===== config.mk =====
export PLATFORM = sky130hd
export DESIGN_NAME = uart_word64_tx
export DESIGN_NICKNAME = d
export VERILOG_FILES = /design/src/rtl/uart_word64_tx_pkg.sv /design/src/rtl/uart_word64_tx_tx_byte.sv /design/src/rtl/uart_word64_tx.sv
export SDC_FILE = /design/constraint.sdc
export NUM_CORES = 1
export LEC_CHECK = 0
export ABC_AREA = 1
export BUFFER_PORTS_ARGS = -buffer_cell sky130_fd_sc_hd__buf_2
export CAP_MARGIN = 10
export CORE_UTILIZATION = 56
export DETAILED_ROUTE_END_ITERATION = 10
export PLACE_DENSITY = 0.79
export SETUP_SLACK_MARGIN = 0.2
export SLEW_MARGIN = 10
export SYNTH_ARGS = -nofsm -noshare
export SYNTH_HDL_FRONTEND = slang
export SYNTH_SLANG_ARGS = --single-unit

===== constraint.sdc =====
create_clock -name clk -period 4.88 [get_ports clk]
set_input_delay 0.488 -clock clk [delete_from_list [all_inputs] [get_ports clk]]
set_output_delay 0.488 -clock clk [all_outputs]
set_load 0.02 [all_outputs]

===== src/rtl/uart_word64_tx_pkg.sv =====
// Shared types and constants for the 64-bit word UART transmitter.
// UART_WORD64_TX_CHECKSUM_EN adds a ninth XOR-checksum frame per word.
package uart_word64_tx_pkg;

    localparam int FRAME_BITS     = 10;
    localparam int BYTES_PER_WORD = 8;

`ifdef UART_WORD64_TX_CHECKSUM_EN
    localparam int FRAMES_PER_WORD = BYTES_PER_WORD + 1;
`else
    localparam int FRAMES_PER_WORD = BYTES_PER_WORD;
`endif

    typedef enum logic {
        TOP_IDLE,
        TOP_SEND
    } top_state_e;

    typedef enum logic [1:0] {
        SER_IDLE,
        SER_START,
        SER_DATA,
        SER_STOP
    } ser_state_e;

endpackage


===== src/rtl/uart_word64_tx_tx_byte.sv =====
// 8N1 byte serializer; tx_ready also rises in the last stop-bit cycle so
// the next frame can start with no idle gap.
module uart_tx_byte
    import uart_word64_tx_pkg::*;
#(
    parameter int CLKS_PER_BIT = 868
) (
    input  logic       clk,
    input  logic       rst,
    input  logic [7:0] tx_data,
    input  logic       tx_valid,
    output logic       tx_ready,
    output logic       uart_txd
);

    localparam int                BAUD_W    = $clog2(CLKS_PER_BIT);
    localparam logic [BAUD_W-1:0] BAUD_LAST = BAUD_W'(CLKS_PER_BIT - 1);

    ser_state_e        state_q, state_d;
    logic [BAUD_W-1:0] baud_q, baud_d;
    logic [2:0]        bit_q, bit_d;
    logic [7:0]        data_q, data_d;
    logic              txd_q, txd_d;
    logic              baud_end;

    assign baud_end = (baud_q == BAUD_LAST);
    assign tx_ready = (state_q == SER_IDLE) || ((state_q == SER_STOP) && baud_end);
    assign uart_txd = txd_q;

    always_comb begin
        // NOTE: every output of this block gets a default first, so no path infers a latch.
        state_d = state_q;
        bit_d   = bit_q;
        data_d  = data_q;
        txd_d   = txd_q;
        baud_d  = baud_end ? '0 : baud_q + 1'b1;

        case (state_q)
            SER_IDLE: baud_d = '0;
            SER_START: begin
                if (baud_end) begin
                    state_d = SER_DATA;
                    bit_d   = 3'd0;
                    txd_d   = data_q[0];
                end
            end
            SER_DATA: begin
                if (baud_end) begin
                    if (bit_q == 3'd7) begin
                        state_d = SER_STOP;
                        txd_d   = 1'b1;
                    end else begin
                        bit_d  = bit_q + 3'd1;
                        data_d = {1'b0, data_q[7:1]};
                        txd_d  = data_q[1];
                    end
                end
            end
            SER_STOP: begin
                if (baud_end) state_d = SER_IDLE;
            end
            default: state_d = SER_IDLE;
        endcase

        // A handshake overrides the stop-bit exit, chaining frames back-to-back.
        if (tx_valid && tx_ready) begin
            state_d = SER_START;
            data_d  = tx_data;
            baud_d  = '0;
            bit_d   = 3'd0;
            txd_d   = 1'b0;
        end
    end

    // NOTE: state registers use non-blocking assignments so every flop samples pre-edge values.
    always_ff @(posedge clk) begin
        if (rst) begin
            state_q <= SER_IDLE;
            baud_q  <= '0;
            bit_q   <= 3'd0;
            data_q  <= 8'h00;
            txd_q   <= 1'b1;
        end else begin
            state_q <= state_d;
            baud_q  <= baud_d;
            bit_q   <= bit_d;
            data_q  <= data_d;
            txd_q   <= txd_d;
        end
    end

endmodule


===== src/rtl/uart_word64_tx.sv =====
// Sends a 64-bit word as eight back-to-back 8N1 frames, MSB byte first.
// Define UART_WORD64_TX_CHECKSUM_EN to append an XOR-of-bytes ninth frame.
module uart_word64_tx
    import uart_word64_tx_pkg::*;
#(
    parameter int CLKS_PER_BIT = 868
) (
    input  logic        clk,
    input  logic        rst,
    input  logic [63:0] word_in,
    input  logic        word_valid,
    output logic        word_ready,
    output logic        uart_txd,
    output logic        busy,
    output logic [3:0]  byte_idx
);

    localparam logic [3:0] FRAMES_N = 4'(FRAMES_PER_WORD);

    top_state_e  state_q, state_d;
    logic [63:0] shift_q, shift_d;
    logic [3:0]  byte_idx_q, byte_idx_d;
    logic [3:0]  sent_q, sent_d;
    logic [7:0]  tx_data;
    logic        tx_valid, tx_ready, tx_fire, all_sent;

    assign all_sent   = (sent_q == FRAMES_N);
    assign tx_valid   = (state_q == TOP_SEND) && !all_sent;
    assign tx_fire    = tx_valid && tx_ready;
    assign word_ready = (state_q == TOP_IDLE);
    assign busy       = !word_ready;
    assign byte_idx   = byte_idx_q;

`ifdef UART_WORD64_TX_CHECKSUM_EN
    logic [7:0] xor_q, xor_d;
    assign tx_data = (sent_q == 4'(BYTES_PER_WORD)) ? xor_q : shift_q[63:56];
`else
    assign tx_data = shift_q[63:56];
`endif

    always_comb begin
        state_d    = state_q;
        shift_d    = shift_q;
        byte_idx_d = byte_idx_q;
        sent_d     = sent_q;
`ifdef UART_WORD64_TX_CHECKSUM_EN
        xor_d      = xor_q;
`endif
        case (state_q)
            TOP_IDLE: begin
                if (word_valid) begin
                    state_d    = TOP_SEND;
                    shift_d    = word_in;
                    byte_idx_d = 4'd0;
                    sent_d     = 4'd0;
`ifdef UART_WORD64_TX_CHECKSUM_EN
                    xor_d      = 8'h00;
`endif
                end
            end
            TOP_SEND: begin
                // byte_idx follows the frame whose start bit begins on this edge.
                if (tx_fire) begin
                    shift_d    = {shift_q[55:0], 8'h00};
                    sent_d     = sent_q + 4'd1;
                    byte_idx_d = sent_q;
`ifdef UART_WORD64_TX_CHECKSUM_EN
                    xor_d      = xor_q ^ shift_q[63:56];
`endif
                end else if (all_sent && tx_ready) begin
                    state_d = TOP_IDLE;
                end
            end
            default: state_d = TOP_IDLE;
        endcase
    end

    always_ff @(posedge clk) begin
        if (rst) begin
            state_q    <= TOP_IDLE;
            shift_q    <= 64'h0;
            byte_idx_q <= 4'd0;
            sent_q     <= 4'd0;
`ifdef UART_WORD64_TX_CHECKSUM_EN
            xor_q      <= 8'h00;
`endif
        end else begin
            state_q    <= state_d;
            shift_q    <= shift_d;
            byte_idx_q <= byte_idx_d;
            sent_q     <= sent_d;
`ifdef UART_WORD64_TX_CHECKSUM_EN
            xor_q      <= xor_d;
`endif
        end
    end

    uart_tx_byte #(
        .CLKS_PER_BIT(CLKS_PER_BIT)
    ) u_tx_byte (
        .clk      (clk),
        .rst      (rst),
        .tx_data  (tx_data),
        .tx_valid (tx_valid),
        .tx_ready (tx_ready),
        .uart_txd (uart_txd)
    );

endmodule


Word level (Yosys, flattened, before mapping)
Index checks and enable logic that the tools add are counted.

Register bits: 97. Bits in latches: 0. Bits in writable memories: 0. Bits in read-only memories: 0. Output and inout port bits: 7. Word-level logic and storage cells: 84. Memories: 0.

Add/subtract/negate cells: 3. Multiply operators: 0. Div/mod/pow operators: 0. Order comparisons: 0. Equal/unequal tests: 18. Shift-type cells: 0. Multiplexer cells: 31. Bitwise logic cells: 1. Reductions and logical operators: 21.

Operators by type and width (number): $mux W64 (2); $pmux W64 S2 (1); $mux W8 (4); $pmux W4 S2 (2); $mux W4 (3); $ne A3 B2 Y1 const B (4); $add A10 B1 Y10 const B (1); $eq A10 B10 Y1 const B (1); $ne A2 B1 Y1 const B (5); $reduce_and A5 Y1 (2); $mux W3 (3); $mux W1 (8); $mux W2 (4); $ne A2 B2 Y1 const B (3); $pmux W2 S3 (1); $pmux W3 S2 (1); $reduce_and A3 Y1 (2); $reduce_bool A2 Y1 (3); $reduce_bool A3 Y1 (2); $add A4 B1 Y4 const B (1); $eq A2 B2 Y1 const B (2); $eq A4 B4 Y1 const B (1); $logic_and A1 B1 Y1 (4); $pmux W1 S2 (2); 12 further kinds (12).

Depth between registers and ports, before layout
Gate-level depths: netlist (run 1).

Depth after elaboration: 7. Mapped depth: 11.

By module
From an unflattened synthesis (run 1), not the netlist that was laid out.

Cell total of the unflattened synthesis: 774. Area, all modules: 5141.2 um^2.

Modules (own cells, without submodules): uart_word64_tx (instances 1, cells each 602, area each 3877.5 um^2, seq. area each 1461.4 um^2); uart_tx_byte (instances 1, cells each 172, area each 1263.7 um^2, seq. area each 480.5 um^2).

Worst setup path after synthesis (run 1)
No wires, ideal clock.

Path kind: reg-to-reg. Start: register u_tx_byte.bit_q[0]. End: register u_tx_byte.data_q[1]. Setup time: 132 ps. Arrival time: 1513 ps. Path slack: 3234 ps. Stages on the path, launching flop included: 9. Clock period less this slack: 1646 ps. Cell sequence: dfxtp_1 -> ha_1 -> ha_1 -> nor2_1 -> inv_1 -> nor2_1 -> inv_1 -> nand3_1 -> a21oi_1.

Longest elaborated chain between the ends: 3.

Ends and longest elaborated chain: from (decl) (line uart_word64_tx_tx_byte.sv:21) `logic [2:0] bit_q, bit_d;`; from (signal assigned) (line uart_word64_tx_tx_byte.sv:86) `bit_q <= bit_d;`; $eq A3 B3 Y1 (line uart_word64_tx_tx_byte.sv:49) `if (bit_q == 3'd7) begin`; $ne A2 B2 Y1 (no source line); $reduce_and A3 Y1 (no source line); to (signal assigned) (line uart_word64_tx_tx_byte.sv:87) `data_q <= data_d;`; to (decl) (line uart_word64_tx_tx_byte.sv:22) `logic [7:0] data_q, data_d;`.

No other way between the ends. A chain may end at the register's enable or synchronous reset.

Worst setup path in the final report (run 1)
Start: register state_q (netlist: busy). End: output word_ready.

Longest elaborated chain between the ends: 1.

Ends and longest elaborated chain: from (decl) (line uart_word64_tx.sv:20) `top_state_e state_q, state_d;`; from (signal assigned) (line uart_word64_tx.sv:88) `state_q <= state_d;`; $not A1 Y1; to (decl) (line uart_word64_tx.sv:12) `output logic word_ready,`.

No other way between the ends.

==> metrics.log, run 1 <==
[metrics] Gate Count Post-Synth: 688
[metrics] Final setup violation count: 0
[metrics] distinct cell type count of the synthesized netlist: 30
[metrics] most instantiated flip-flop cell in the synthesis netlist: sky130_fd_sc_hd__dfxtp_1
[metrics] total via count after detailed routing: 4402
[metrics] worst flop-to-flop path startpoint: busy$_SDFF_PP0_
[metrics] final number of hold-violating endpoints: 0
[metrics] via count of the first global-routing pass: 4094
[metrics] CP Launch Type: flip-flop
[metrics] overall power: 1.69 mW
[metrics] die height: 93.3 microns
[metrics] wire length of the first global-routing pass: 17.6 mm
[metrics] Worst EP arrival: 2000 ps
[metrics] TNS Setup: 0 ps
[metrics] # resized after CTS: 0
[metrics] Adder-Cell Fraction of Synth Area: 1.34%
[metrics] Synth async-reset ratio: 0%
[metrics] detailed-route wire length per cell: 12.3 microns
[metrics] multiplexer share of the synthesized area: 0%
[metrics] worst vdd ir: 159 uV
[metrics] slowest stage cell on the critical path: sky130_fd_sc_hd__buf_4
[metrics] worst path required time: 4390 ps
[metrics] number of enable-type register cells in the synthesized netlist: 0
[metrics] initial drt markers: 286
[metrics] number of buffers inserted for hold repair after clock tree synthesis: 0
[metrics] CTS Buf Count: 9
[metrics] dominant combinational cell family by area after synthesis: simple AND/OR/NAND/NOR gates
[metrics] number of optimization iterations in the first detailed-route pass: 4
[metrics] crit path kind: flip-flop to output pin
[metrics] CTS tree: yes
[metrics] sequential share of the synthesized area: 41.6%
[metrics] utilization after layout: 65.5%
[metrics] Die X-Extent: 93.3 microns
[metrics] Buffers on Ports: 73
[metrics] minimum clock period after layout: 2480 ps
[metrics] cell-by-cell listing of the critical path: buf_4 -> clkinv_1 -> buf_4 -> buf_2
[metrics] total wirelength of the detailed-routed design: 10.3 mm
[metrics] total track usage: 24.9%
[metrics] leakage dissipation: 2.31 nW
[metrics] total gr overflow: 0
[metrics] Final WS setup: 2400 ps
[metrics] Crit. End Element: output pin
[metrics] Std-Cell Rows: 32
[metrics] xor and xnor area share after synthesis: 1.31%
[metrics] Die Area: 8700 sq um
[metrics] buffer cell driving the clock tree root: sky130_fd_sc_hd__clkbuf_8
[metrics] maximum clock frequency: 0.403 GHz
[metrics] clk_skew: 10.1 ps
[metrics] instance count after placement with tap cells included: 822
[metrics] Place WS: 2470 ps
[metrics] clock insertion delay at the later pin of the skew report: 360 ps
[metrics] relative slew slack: 41.9%
[metrics] area fraction in and, or, nand and nor cells after synthesis: 38.0%
[metrics] Max Cap Violations: 0
[metrics] share of cells above drive strength 1: 17.0%
[metrics] Tcrit/Tclk final: 50.9%
[metrics] Layout Cells excl Fill: 838
[metrics] synthesized area: 4670 sq um
[metrics] post-layout instance area: 5170 sq um
[metrics] Placed Instance Area: 4970 sq um
[metrics] IO Count: 74
[metrics] number of cells on the worst reg-to-reg path: 7
[metrics] hold slack final: 361 ps
[metrics] total power divided by cell area: 326 nW/um^2
[metrics] post-CTS clock slew at the launch and capture registers of the worst setup and hold paths: 100 ps
[metrics] result of the run: finished clean
[metrics] number of sinks driven by the clock tree: 97
[metrics] slew at the pin with the worst max-slew slack: 871 ps
[metrics] area growth from synthesis to layout: 10.7%
[metrics] fillcell total: 740
[metrics] Worst Hold Class: input pin to flip-flop
[metrics] Final nets: 803
[metrics] number of stages on the worst hold path: 3
[metrics] Routability Congestion: 0.867
[metrics] maximum fanout along the worst path: 60
[metrics] maximum root-to-sink buffer count: 2
[metrics] r2r endpoint: shift_q[5]$_SDFFE_PP0P_
[metrics] synthesized area per cell: 6.78 sq um
[metrics] hold worst-path end: shift_q[6]$_SDFFE_PP0P_
[metrics] HPWL after detailed placement: 6.53 mm
[metrics] post-synthesis compound-gate area fraction: 10.4%
[metrics] yosys warns: 0
[metrics] flop2flop setup slack: 2470 ps
[metrics] unrepaired setup endpoints after global routing: no
[metrics] DRC violation count after routing: 0
[metrics] Max Transition Viols Final: 0
[metrics] number of nets produced by synthesis: 760
[metrics] HP Start: word_in[6]
[metrics] starting density of the core: 59.2%
[metrics] diode insertion count for antenna repair: 0
[metrics] CP max stage delay: 480 ps
[metrics] setup fix buffers added after clock tree synthesis: 0
[metrics] most numerous cell on the critical path: sky130_fd_sc_hd__buf_4
[metrics] largest net degree at the start of global routing: 92
[metrics] number of vias per cell after detailed routing: 5.25
[metrics] initial antenna violation count: 0
[metrics] core outline area: 7890 sq um
[metrics] H-Tree Depth: 3
[metrics] flops & latches, synth: 97
[metrics] Routed Antenna Nets: 0
cells in the mapped netlist, types with 3 or more instances:
| master | n | area, sq um |
|---|---|---|
| sky130_fd_sc_hd__nand2_1 | 277 | 1040 |
| sky130_fd_sc_hd__dfxtp_1 | 97 | 1940 |
| sky130_fd_sc_hd__nand3_1 | 88 | 440 |
| sky130_fd_sc_hd__a21oi_1 | 76 | 380 |
| sky130_fd_sc_hd__inv_1 | 24 | 90.1 |
| sky130_fd_sc_hd__nor2_1 | 23 | 86.3 |
| sky130_fd_sc_hd__buf_2 | 22 | 110 |
| sky130_fd_sc_hd__clkbuf_1 | 19 | 71.3 |
| sky130_fd_sc_hd__a21oi_2 | 10 | 87.6 |
| sky130_fd_sc_hd__nand2_2 | 8 | 50.1 |
| sky130_fd_sc_hd__nand4_1 | 8 | 50.1 |
| sky130_fd_sc_hd__xor2_1 | 6 | 52.6 |
| sky130_fd_sc_hd__ha_1 | 5 | 62.6 |
| sky130_fd_sc_hd__buf_6 | 3 | 33.8 |
| sky130_fd_sc_hd__inv_2 | 3 | 11.3 |
critical path: cells and delay by family, from the launching register on:
kind | cells | cell delay [ps]
buffers and inverters | 4 | 1290
DFF | 1 | 320
power breakdown:
group          switching, mW  internal [mW]
logic                  0.184         0.0948
registers             0.0278          0.844
clock network          0.295          0.242
total                  0.506           1.18
worst max path at each step:
| stage | end | cells past startpoint | slack (ps) | start |
|---|---|---|---|---|
| floorplan | u_tx_byte.data_q[1]$_SDFFE_PP0P_ | 8 | 3230 | u_tx_byte.bit_q[0]$_SDFFE_PP0P_ |
| global placement | shift_q[4]$_SDFFE_PP0P_ | 7 | 2540 | busy$_SDFF_PP0_ |
| detailed placement | shift_q[5]$_SDFFE_PP0P_ | 7 | 2470 | busy$_SDFF_PP0_ |
| CTS | word_ready | 4 | 2380 | busy$_SDFF_PP0_ |
| global route | word_ready | 4 | 2260 | busy$_SDFF_PP0_ |
| finish | word_ready | 4 | 2400 | busy$_SDFF_PP0_ |
state kept, by name, indices dropped and copies added (netlist names):
register and cells:
u_tx_byte.baud_q 10, busy 1, shift_q 64, u_tx_byte.data_q 8
u_tx_byte.uart_txd 1, sent_q 4, byte_idx 4, u_tx_byte.state_q 2
u_tx_byte.bit_q 3
layout make-up:
class	count	area [sq um]	area share, %
clock inverters	7	76.3	1.48
clock buffers	9	124	2.40
repair buffers	78	403	7.80
multi-input cells	517	2390	46.2
flip-flops and latches	97	1940	37.6
well taps	102	128	2.47
inverters	28	105	2.03
placed cells by master (no fill, tap or decap), drive strengths merged:
master / count
nor3: 1
nor2: 26
ha: 5
clkinvlp: 2
nand3: 89
o22ai: 1
bufinv: 1
clkbuf: 9
inv: 30
a21oi: 86
or2: 3
dfxtp: 97
nand2: 287
o211ai: 1
nand4: 8
buf: 78
o21ai: 1
xor2: 6
nor3b: 2
xnor2: 1
clkinv: 2
kinds of logic after synthesis:
logic type                 count (synthesis)
and+or+nand+nor                          416
adders and majority gates                  5
AOI/OAI and AO/OA                         89
xor gates and xnor gates                   7
buffers and inverters                     74
DFF                                       97
layer usage:
metal | up-vias | GRT usage (%) | share of wire, %
met5 | - | 0 | 0
met4 | 0 | 5.13 | 0.75
met3 | 8 | 5.53 | 3.3
met2 | 99 | 44.1 | 49
met1 | 2006 | 30.9 | 47
li1 | 2289 | - | -
(Power assumes the default switching activity.)
==> inputs of run 2 (changes only) <==
==> constraint.sdc (replaced) <==
create_clock -name clk -period 2.4 [get_ports clk]
set_input_delay 0.24 -clock clk [delete_from_list [all_inputs] [get_ports clk]]
set_output_delay 0.24 -clock clk [all_outputs]
set_load 0.02 [all_outputs]
==> run 2 against run 1 <==
Compared with the run above:
- hold slack worse by 250 ps
- sequential cell count did not move
- final cell count rose by 0.36%
- first-iteration DRC count grew 7.3%
- setup slack worse by 2000 ps
- die area unchanged
- largest cell class unchanged
==> metrics.log, run 2 (synthesis gave the netlist of run 1 again) <==
[metrics] number of stages on the worst hold path: 3
[metrics] hold slack final: 115 ps
[metrics] slowest stage cell on the critical path: sky130_fd_sc_hd__dfxtp_1
[metrics] share of cells above drive strength 1: 17.5%
[metrics] total track usage: 26.0%
[metrics] hold worst-path end: shift_q[7]$_SDFFE_PP0P_
[metrics] worst flop-to-flop path startpoint: u_tx_byte.bit_q[0]$_SDFFE_PP0P_
[metrics] worst vdd ir: 341 uV
[metrics] H-Tree Depth: 3
[metrics] registers with the highest flip-flop counts: shift_q x64, u_tx_byte.baud_q x10, u_tx_byte.data_q x8
[metrics] total gr overflow: 0
[metrics] wire length of the first global-routing pass: 18.4 mm
[metrics] total power divided by cell area: 695 nW/um^2
[metrics] commonest cells after routing, fill and taps aside: 276 x sky130_fd_sc_hd__nand2_1, 96 x sky130_fd_sc_hd__dfxtp_1, 88 x sky130_fd_sc_hd__nand3_1
[metrics] Tcrit/Tclk final: 83.3%
[metrics] Die Area: 8700 sq um
[metrics] core outline area: 7890 sq um
[metrics] DRC violation count after routing: 0
[metrics] Max Transition Viols Final: 0
[metrics] most common cell after layout, fill and taps aside: sky130_fd_sc_hd__nand2_1
[metrics] HP Start: word_in[7]
[metrics] HPWL after detailed placement: 6.85 mm
[metrics] IO Count: 74
[metrics] Layout Cells excl Fill: 841
[metrics] detailed-route wire length per cell: 12.9 microns
[metrics] leakage dissipation: 2.37 nW
[metrics] Die X-Extent: 93.3 microns
[metrics] post-CTS clock slew at the launch and capture registers of the worst setup and hold paths: 100 ps
[metrics] power share of the sequential group: 48.4%
[metrics] result of the run: finished clean
[metrics] crit path kind: flip-flop to flip-flop
[metrics] share of total power in the clock network: 35.3%
[metrics] Worst Hold Class: input pin to flip-flop
[metrics] Buffers & Inverters on Critical Path: 2
[metrics] largest net degree at the start of global routing: 92
[metrics] initial antenna violation count: 0
[metrics] buffer cell driving the clock tree root: sky130_fd_sc_hd__clkbuf_8
[metrics] utilization after layout: 67.0%
[metrics] maximum root-to-sink buffer count: 2
[metrics] max reg flops: 64
[metrics] final number of hold-violating endpoints: 0
[metrics] slew at the pin with the worst max-slew slack: 570 ps
[metrics] number of optimization iterations in the first detailed-route pass: 5
[metrics] Std-Cell Rows: 32
[metrics] Max Cap Violations: 0
[metrics] Placed Instance Area: 5030 sq um
[metrics] Routability Congestion: 0.849
[metrics] Place WS: 451 ps
[metrics] Final setup violation count: 0
[metrics] Worst EP arrival: 2220 ps
[metrics] register with the highest flop count: shift_q
[metrics] internal power: 2.63 mW
[metrics] cell family contributing the most delay on the critical path: simple AND/OR/NAND/NOR gates
[metrics] setup fix buffers added after clock tree synthesis: 0
[metrics] # resized after CTS: 0
[metrics] die height: 93.3 microns
[metrics] instance count after placement with tap cells included: 825
[metrics] relative slew slack: 62.0%
[metrics] Crit. End Element: flip-flop
[metrics] CP Launch Type: flip-flop
[metrics] number of sinks driven by the clock tree: 97
[metrics] via count of the first global-routing pass: 4260
[metrics] number of cells on the worst reg-to-reg path: 8
[metrics] clock insertion delay at the later pin of the skew report: 360 ps
[metrics] worst path required time: 2630 ps
[metrics] r2r endpoint: u_tx_byte.data_q[3]$_SDFFE_PP0P_
[metrics] Sw Share: 28.3%
[metrics] Final nets: 806
[metrics] CTS Buf Count: 9
[metrics] cell-by-cell listing of the critical path: ha_1 -> ha_1 -> nor2_1 -> inv_1 -> nor2_2 -> inv_1 -> nand3_1 -> a21oi_1
[metrics] CTS tree: yes
[metrics] total wirelength of the detailed-routed design: 10.9 mm
[metrics] starting density of the core: 59.2%
[metrics] diode insertion count for antenna repair: 0
[metrics] overall power: 3.67 mW
[metrics] number of buffers inserted for hold repair after clock tree synthesis: 0
[metrics] unrepaired setup endpoints after global routing: no
[metrics] Final WS setup: 401 ps
[metrics] Buffers on Ports: 73
[metrics] maximum fanout along the worst path: 7
[metrics] post-layout instance area: 5290 sq um
[metrics] area growth from synthesis to layout: 13.3%
[metrics] maximum clock frequency: 0.500 GHz
[metrics] total via count after detailed routing: 4514
[metrics] TNS Setup: 0 ps
[metrics] initial drt markers: 307
[metrics] fillcell total: 704
[metrics] CP max stage delay: 340 ps
[metrics] clk_skew: 13.9 ps
[metrics] number of vias per cell after detailed routing: 5.37
[metrics] minimum clock period after layout: 2000 ps
[metrics] flop2flop setup slack: 400 ps
[metrics] switching power summed over all nets: 1.04 mW
[metrics] combinational power share: 16.3%
[metrics] Routed Antenna Nets: 0
## run 2: cell count changes in the layout (fill, tap and decap cells not counted)
cell                         change
sky130_fd_sc_hd__nand2_8         +1
sky130_fd_sc_hd__clkinvlp_4      -1
sky130_fd_sc_hd__nor2_2          +1
sky130_fd_sc_hd__nor2_1          -1
sky130_fd_sc_hd__buf_12          +3
sky130_fd_sc_hd__clkinv_2        -1
sky130_fd_sc_hd__nand2_4         -1
sky130_fd_sc_hd__bufinv_16       +2
## run 2: final cells by class
type / count / area, sq um / share of cell area (%)
clock inverter: 7 / 124 / 2.34
sequential: 97 / 1940 / 36.8
multi-input combinational: 517 / 2400 / 45.4
clock buffer: 9 / 124 / 2.34
timing repair buffer: 81 / 463 / 8.76
inverter: 28 / 105 / 1.99
tap: 102 / 128 / 2.41
## run 2: worst max-delay path by stage
| stage | startpoint | end | cells after the start |
|---|---|---|---|
| 2_1_floorplan | u_tx_byte.bit_q[0]$_SDFFE_PP0P_ | u_tx_byte.data_q[1]$_SDFFE_PP0P_ | 8 |
| 3_3_place_gp | u_tx_byte.bit_q[0]$_SDFFE_PP0P_ | u_tx_byte.data_q[6]$_SDFFE_PP0P_ | 8 |
| 3_5_place_dp | u_tx_byte.bit_q[0]$_SDFFE_PP0P_ | u_tx_byte.data_q[2]$_SDFFE_PP0P_ | 8 |
| 4_1_cts | u_tx_byte.bit_q[0]$_SDFFE_PP0P_ | u_tx_byte.data_q[3]$_SDFFE_PP0P_ | 8 |
| 5_1_grt | u_tx_byte.bit_q[0]$_SDFFE_PP0P_ | u_tx_byte.data_q[3]$_SDFFE_PP0P_ | 8 |
| 6_report | u_tx_byte.bit_q[0]$_SDFFE_PP0P_ | u_tx_byte.data_q[3]$_SDFFE_PP0P_ | 8 |
## run 2: layer usage
metal	track usage, %	vias up	part of all wire [%]
met1	32.4	2066	45
met2	45.4	126	49
met5	0	-	0
li1	-	2300	-
met4	8.46	0	1.8
met3	4.63	22	4.4
## run 2: power by group through the flow
stage	logic [mW]	clock network, mW	registers (mW)
final	0.600	1.30	1.78
after global routing	0.678	1.38	1.79
after CTS	0.593	1.31	1.77
after detailed placement	0.589	0	1.81
after global placement	0.578	0	1.81
after floorplan	0.447	0	1.80
## run 2: tightest hold or removal path: cells and delay by family
family | cells | cell delay, ps
AO/OA/AOI/OAI | 1 | 50
buffers and inverters | 1 | 90
AND/OR/NAND/NOR | 1 | 50
